## src/rtl/mc_maindec.sv

```systemverilog
// mc_maindec -- main control decoder for a multicycle MIPS-style datapath.
//
// A registered Moore FSM steps through fetch, decode and the per-class
// execute/memory/writeback states. Control outputs decode from the current
// state. The exceptions are the FETCH strobes (irwrite/pcwrite), which follow
// memready, and illegal_op in DECODE, which depends on op.
//
// Ports
//   clk        : clock, rising edge
//   reset      : synchronous, active-high; next state is FETCH
//   op[5:0]    : instruction opcode, sampled in DECODE (and MEMADR for lw/sw)
//   memready   : memory access complete handshake
//   memtoreg, regdst, iord, alusrca, irwrite, memwrite, pcwrite, branch,
//   regwrite   : single-bit datapath controls
//   pcsrc, alusrcb, aluop : 2-bit datapath selects / ALU class
//   illegal_op : unrecognised opcode seen in DECODE
//   state[3:0] : current FSM state (debug)
module mc_maindec (
  input  logic       clk,
  input  logic       reset,
  input  logic [5:0] op,
  input  logic       memready,
  output logic       memtoreg,
  output logic       regdst,
  output logic       iord,
  output logic       alusrca,
  output logic       irwrite,
  output logic       memwrite,
  output logic       pcwrite,
  output logic       branch,
  output logic       regwrite,
  output logic [1:0] pcsrc,
  output logic [1:0] alusrcb,
  output logic [1:0] aluop,
  output logic       illegal_op,
  output logic [3:0] state
);

  typedef enum logic [3:0] {
    FETCH    = 4'd0,
    DECODE   = 4'd1,
    MEMADR   = 4'd2,
    MEMRD    = 4'd3,
    MEMWB    = 4'd4,
    MEMWR    = 4'd5,
    EXECUTE  = 4'd6,
    ALUWB    = 4'd7,
    BRANCH   = 4'd8,
    ADDIEXEC = 4'd9,
    ADDIWB   = 4'd10,
    JUMP     = 4'd11
  } state_t;

  localparam logic [5:0] OP_LW    = 6'b100011;
  localparam logic [5:0] OP_SW    = 6'b101011;
  localparam logic [5:0] OP_RTYPE = 6'b000000;
  localparam logic [5:0] OP_BEQ   = 6'b000100;
  localparam logic [5:0] OP_ADDI  = 6'b001000;
  localparam logic [5:0] OP_J     = 6'b000010;

  logic [3:0] r_state;
  logic [3:0] w_next;
  logic [3:0] w_ostate;  // state used for output decode

  assign state = r_state;

  always_ff @(posedge clk) begin
    if (reset) r_state <= FETCH;
    else       r_state <= w_next;
  end

  // Next-state logic. Encodings 12-15 fall through to FETCH.
  always_comb begin
    w_next = FETCH;
    case (r_state)
      FETCH:    w_next = memready ? DECODE : FETCH;
      DECODE: begin
        case (op)
          OP_LW, OP_SW: w_next = MEMADR;
          OP_RTYPE:     w_next = EXECUTE;
          OP_BEQ:       w_next = BRANCH;
          OP_ADDI:      w_next = ADDIEXEC;
          OP_J:         w_next = JUMP;
          default:      w_next = FETCH;
        endcase
      end
      MEMADR:   w_next = (op == OP_LW) ? MEMRD : MEMWR;
      MEMRD:    w_next = memready ? MEMWB : MEMRD;
      MEMWB:    w_next = FETCH;
      MEMWR:    w_next = memready ? FETCH : MEMWR;
      EXECUTE:  w_next = ALUWB;
      ALUWB:    w_next = FETCH;
      BRANCH:   w_next = FETCH;
      ADDIEXEC: w_next = ADDIWB;
      ADDIWB:   w_next = FETCH;
      JUMP:     w_next = FETCH;
      default:  w_next = FETCH;
    endcase
  end

  // While reset is high the selects show FETCH values so the datapath sees a
  // benign configuration. Write enables are forced low below.
  assign w_ostate = reset ? FETCH : r_state;

  always_comb begin
    memtoreg   = 1'b0;
    regdst     = 1'b0;
    iord       = 1'b0;
    alusrca    = 1'b0;
    irwrite    = 1'b0;
    memwrite   = 1'b0;
    pcwrite    = 1'b0;
    branch     = 1'b0;
    regwrite   = 1'b0;
    pcsrc      = 2'b00;
    alusrcb    = 2'b00;
    aluop      = 2'b00;
    illegal_op = 1'b0;
    case (w_ostate)
      FETCH: begin
        alusrcb = 2'b01;
        irwrite = memready;
        pcwrite = memready;
      end
      DECODE: begin
        alusrcb = 2'b11;
        case (op)
          OP_LW, OP_SW, OP_RTYPE, OP_BEQ, OP_ADDI, OP_J: illegal_op = 1'b0;
          default:                                       illegal_op = 1'b1;
        endcase
      end
      MEMADR: begin
        alusrca = 1'b1;
        alusrcb = 2'b10;
      end
      MEMRD:  iord = 1'b1;
      MEMWB: begin
        memtoreg = 1'b1;
        regwrite = 1'b1;
      end
      MEMWR: begin
        iord     = 1'b1;
        memwrite = 1'b1;
      end
      EXECUTE: begin
        alusrca = 1'b1;
        aluop   = 2'b10;
      end
      ALUWB: begin
        regdst   = 1'b1;
        regwrite = 1'b1;
      end
      BRANCH: begin
        alusrca = 1'b1;
        aluop   = 2'b01;
        pcsrc   = 2'b01;
        branch  = 1'b1;
      end
      ADDIEXEC: begin
        alusrca = 1'b1;
        alusrcb = 2'b10;
      end
      ADDIWB: regwrite = 1'b1;
      JUMP: begin
        pcsrc   = 2'b10;
        pcwrite = 1'b1;
      end
      default: ;
    endcase
    // Reset aborts any instruction: no strobe may fire while it is held.
    if (reset) begin
      irwrite    = 1'b0;
      pcwrite    = 1'b0;
      memwrite   = 1'b0;
      regwrite   = 1'b0;
      branch     = 1'b0;
      illegal_op = 1'b0;
    end
  end

endmodule

```

## config.mk

```make
export PLATFORM = sky130hd
export DESIGN_NAME = mc_maindec
export DESIGN_NICKNAME = d
export VERILOG_FILES = /design/src/rtl/mc_maindec.sv
export SDC_FILE = /design/constraint.sdc
export NUM_CORES = 1
export LEC_CHECK = 0
export BUFFER_PORTS_ARGS = -buffer_cell sky130_fd_sc_hd__buf_2
export CORE_MARGIN = 5
export CORE_UTILIZATION = 44
export DETAILED_ROUTE_END_ITERATION = 16
export PLACE_DENSITY = 0.77
export SLEW_MARGIN = 10
export SYNTH_ARGS = -nofsm -noshare
export SYNTH_HDL_FRONTEND = slang
export SYNTH_SLANG_ARGS = --single-unit
```

## constraint.sdc

```tcl
create_clock -name clk -period 1.3 [get_ports clk]
set_clock_uncertainty 0.05 [all_clocks]
set_input_delay 0.26 -clock clk [delete_from_list [all_inputs] [get_ports clk]]
set_output_delay 0.26 -clock clk [all_outputs]
set_load 0.05 [all_outputs]
```

==> results.cfg, run 1 <==
[clock_network]
post-cts-setup-buffers = 9
cts.sinks = 4
cts_hold_buf = 0
cts.htree.levels = 1
cts_resized = 68
cts_root_buffer = clkbuf_4
numCtsBuffers = 3
clock_path_buffers = 2

[synth]
ys_warn_count = 0
syn_inst = 85
synth_edf_count = 0
ys_top_cells_by_area = dfxtp_1 13%, nor3_1 7.4%, nor2_1 5.6%, o21ai_0 5.0%, a2111oi_2 5.0%
yosys_most_used_dff = dfxtp_1
synth_cell_types = 35
avgSynthCellArea_um2 = 7.12
ys_seq_area_share_pct = 13.2
async_flop_share_pct = 0
synth_area_leader_cell = dfxtp_1
syn-num-nets = 94
netlist_area_um2 = 606
yosysTopAreaCellShare_pct = 13.2
ys_ff_latch = 4
synthTopCellsByCount = 9 x nor2_1, 9 x nor3_1, 6 x o21ai_0

[floorplan]
rows = 13
ios = 29
initial_core_util_pct = 46.5
fp.dieH_um = 47.1
die_w_um = 47.1

[place]
io_buffer_count = 28
hpwl_um = 1890
place.gp.congestion = 0.794
place_area_um2 = 1130
place_ws_ns = -0.304

[outcome]
haltStage = clock tree synthesis (4_1_cts)
error_line = [ERROR DPL-0038] Utilization greater than 100%, impossible to legalize
outcome = did not finish
## stage by stage
step                cells  hold WS (ns)
floorplan              85         0.277
global placement      151         0.569
detailed placement    151         0.575
## cells by family after synthesis
family | count (synthesis) | share of synthesized area [%]
AO/OA/AOI/OAI | 24 | 29.5
XOR/XNOR | 3 | 4.34
buffers and inverters | 11 | 12.2
flip-flops | 4 | 13.2
multiplexers | 1 | 1.86
AND/OR/NAND/NOR | 42 | 38.8
==> inputs of run 2 (changes only) <==
CORE_AREA = 5 5 66 68   (was not set)
CORE_MARGIN = not set   (was 5)
CORE_UTILIZATION = not set   (was 44)
DIE_AREA = 0 0 71 73   (was not set)
PLACE_DENSITY = not set   (was 0.77)
PLACE_DENSITY_LB_ADDON = 0.15   (was not set)
==> run 2 against run 1 <==
Against the previous run: the flow now finishes, with violations (setup timing); synthesized cell count did not move; area after synthesis stayed put.
==> results.cfg, run 2 <==
[floorplan]
coreArea_um2 = 3800
fp.dieH_um = 73
die_w_um = 71
ios = 29
rows = 23
initial_core_util_pct = 15.9
dieArea_um2 = 5180

[place]
hpwl_um = 1990
io_buffer_count = 28
place.gp.congestion = 0.762
dpl.cell_count = 186

[hold_path]
holdPathStages = 4
hold_end = state[1]
hold_start = op[4]
hp-class = input pin to flop

[route]
drt-total-wl_um = 2420
drc_errors = 0
num_vias = 874
viasPerCell = 4.37
drt_iter0_drc = 14
first_pass_iters = 4
ant_nets = 0
wire_per_inst_um = 12.1

[synth]
netlist_area_um2 = 606
synth_edf_count = 0
syn_inst = 85
synth_cell_types = 35
async_flop_share_pct = 0
yosys_most_used_dff = dfxtp_1
synth_area_leader_cell = dfxtp_1
synthTopCellsByCount = 9 x nor2_1, 9 x nor3_1, 6 x o21ai_0
ys_warn_count = 0
ys_seq_area_share_pct = 13.2
yosysTopAreaCellShare_pct = 13.2
syn-num-nets = 94
ys_ff_latch = 4
avgSynthCellArea_um2 = 7.12
ys_top_cells_by_area = dfxtp_1 13%, nor3_1 7.4%, nor2_1 5.6%, o21ai_0 5.0%, a2111oi_2 5.0%

[finish]
finalNonFillerCells = 200
nets = 161
n_antenna_cell = 0
area_growth_pct = 172
final_cell_mix = 30 x buf_4, 23 x buf_6, 7 x buf_8
drive_gt1_share_pct = 80.0
final_common_cell = buf_4
largest_register_ffs = 4

[timing]
hold_violations = 0
layout_setup_ws_ns = -0.333
setup_violations = 19
fmax_mhz = 612
setup_tns_ns = -4.81
max_slew_margin_pct = 80.3
rsz0062_at_grt = true
slew_violations = 0
layout_min_cycle_time_ns = 1.63
fin_crit_sh_pct = 126
worst_pin_slew_ns = 0.292

[run]
cap_violations = 0

[setup_path]
worstRegToRegCells = 6
cp_cell_sequence = buf_6 > nand2b_4 > buf_4 > a211oi_4 > buf_6
r2r_slack_ns = -0.19
critPathKind = flop to output pin
critPathTopFamily = buffers and inverters
cp-end-kind = output pin
rr_startpoint = state[0]
cpMostUsedCell = buf_6
r2r_end = state[0]
slowest_stage = dfxtp_4
path_buf_inv = 3
cp_max_fo = 4
arrival_ns = 1.32
required_ns = 0.99
crit_path_max_incr_delay_ns = 0.38
worst_setup_path_start_kind = flop

[global_route]
overflow = 0
grt_use_total_pct = 9.92
grt_use_met1_pct = 12.0
met3_usage_pct = 1.38
use_met2_pct = 18.0
grt_pass1_vias = 876
grt_start_max_net_pins = 12
grt_first_pass_wirelength_um = 4140
grt_antenna_before_repair = 0
busiest_layer = met2

[outcome]
violations = setup timing
outcome = finished with violations

[clock_network]
cts_root_buffer = clkbuf_8
clk_pin_slew_ns = 0.03
numCtsBuffers = 3
worstSkewPairLatency_ns = 0.21
cts.sinks = 4
clock_path_buffers = 2
tritoncts = built
cts.htree.levels = 1

[pwr]
p_switching_uw = 229
vdd_drop_max_v = 0.000252
pwr-share-comb_pct = 44.7
power.share.sequential_pct = 18.2
clkPwrFrac_pct = 37.1
p_leak_nw = 0.653
p_per_area_nw_per_um2 = 420
p_int_uw = 465
p_sw_share_pct = 33.0
## run 2: cell counts after synthesis
Identical to the previous run, type by type.
## run 2: how the worst max path moves through the flow
| stage | startpoint | end | slack [ns] | cells past startpoint |
|---|---|---|---|---|
| 4_1_cts | state[2] | illegal_op | -0.38 | 4 |
| 3_5_place_dp | op[3] | illegal_op | -0.31 | 5 |
| 3_3_place_gp | state[3] | illegal_op | -0.27 | 4 |
| 5_1_grt | state[0] | aluop[0] | -0.39 | 4 |
| 2_1_floorplan | state[2] | pcsrc[0] | -0.47 | 4 |
| 6_report | state[0] | alusrcb[1] | -0.33 | 5 |
## run 2: cell families (layout without fill, tap and decap cells)
family | Yosys count | after routing | share of synthesized area, %
AO/OA/AOI/OAI | 24 | 24 | 29.5
flip-flops | 4 | 4 | 13.2
multiplexers | 1 | 1 | 1.86
AND/OR/NAND/NOR | 42 | 42 | 38.8
buffers and inverters | 11 | 76 | 12.2
XOR/XNOR | 3 | 3 | 4.34
## run 2: layout make-up
type | count | area, um^2
well taps | 50 | 62.6
repair buffers | 69 | 679
clock buffers | 3 | 41.3
fillers | 407 | 2150
inverters | 4 | 25.0
flip-flops and latches | 4 | 95.1
multi-input cells | 70 | 746
## run 2: per-stage QoR
stage	hold slack (ns)	instance area, um^2	util, %	setup slack [ns]	total power [mW]
after floorplan	0.277	827	-	-0.472	0.268
after detailed placement	0.481	1190	31.4	-0.310	0.369
after global placement	0.471	1190	31.4	-0.268	0.368
after global routing	0.414	1650	43.4	-0.388	0.734
after CTS	0.403	1530	40.2	-0.381	0.673
final	0.377	1650	43.4	-0.333	0.693
## run 2: power groups by stage
stage                     combinational [mW]  sequential, mW  clock (mW)
after floorplan                        0.131           0.137           0
after CTS                              0.284           0.126       0.264
final                                  0.310           0.126       0.257
after detailed placement               0.242           0.128           0
after global routing                   0.331           0.127       0.277
after global placement                 0.240           0.128           0
## run 2: worst register-to-register path, delay by kind of cell, from the launching register on
| kind | cells | cell delay (ns) |
|---|---|---|
| compound gates | 1 | 0.13 |
| buf+inv | 2 | 0.24 |
| flops | 1 | 0.38 |
| simple gates | 3 | 0.58 |
## run 2: repair_timing
| item | CTS | global route |
|---|---|---|
| hold buffers | 0 | 0 |
| pin swaps | 15 | 16 |
| setup endpoints to repair | 22 | 23 |
| gates resized for setup | 68 | 21 |
| buffers inserted | 8 | 6 |
## run 2: routing by layer
| layer | vias up | share of wire (%) | wire length [um] |
|---|---|---|---|
| met5 | - | 0 | 0 |
| met3 | 2 | 5.1 | 124 |
| met4 | 0 | 1.3 | 32 |
| met1 | 402 | 40 | 972 |
| met2 | 21 | 53 | 1290 |
| li1 | 449 | - | - |
(Power assumes the default switching activity.)
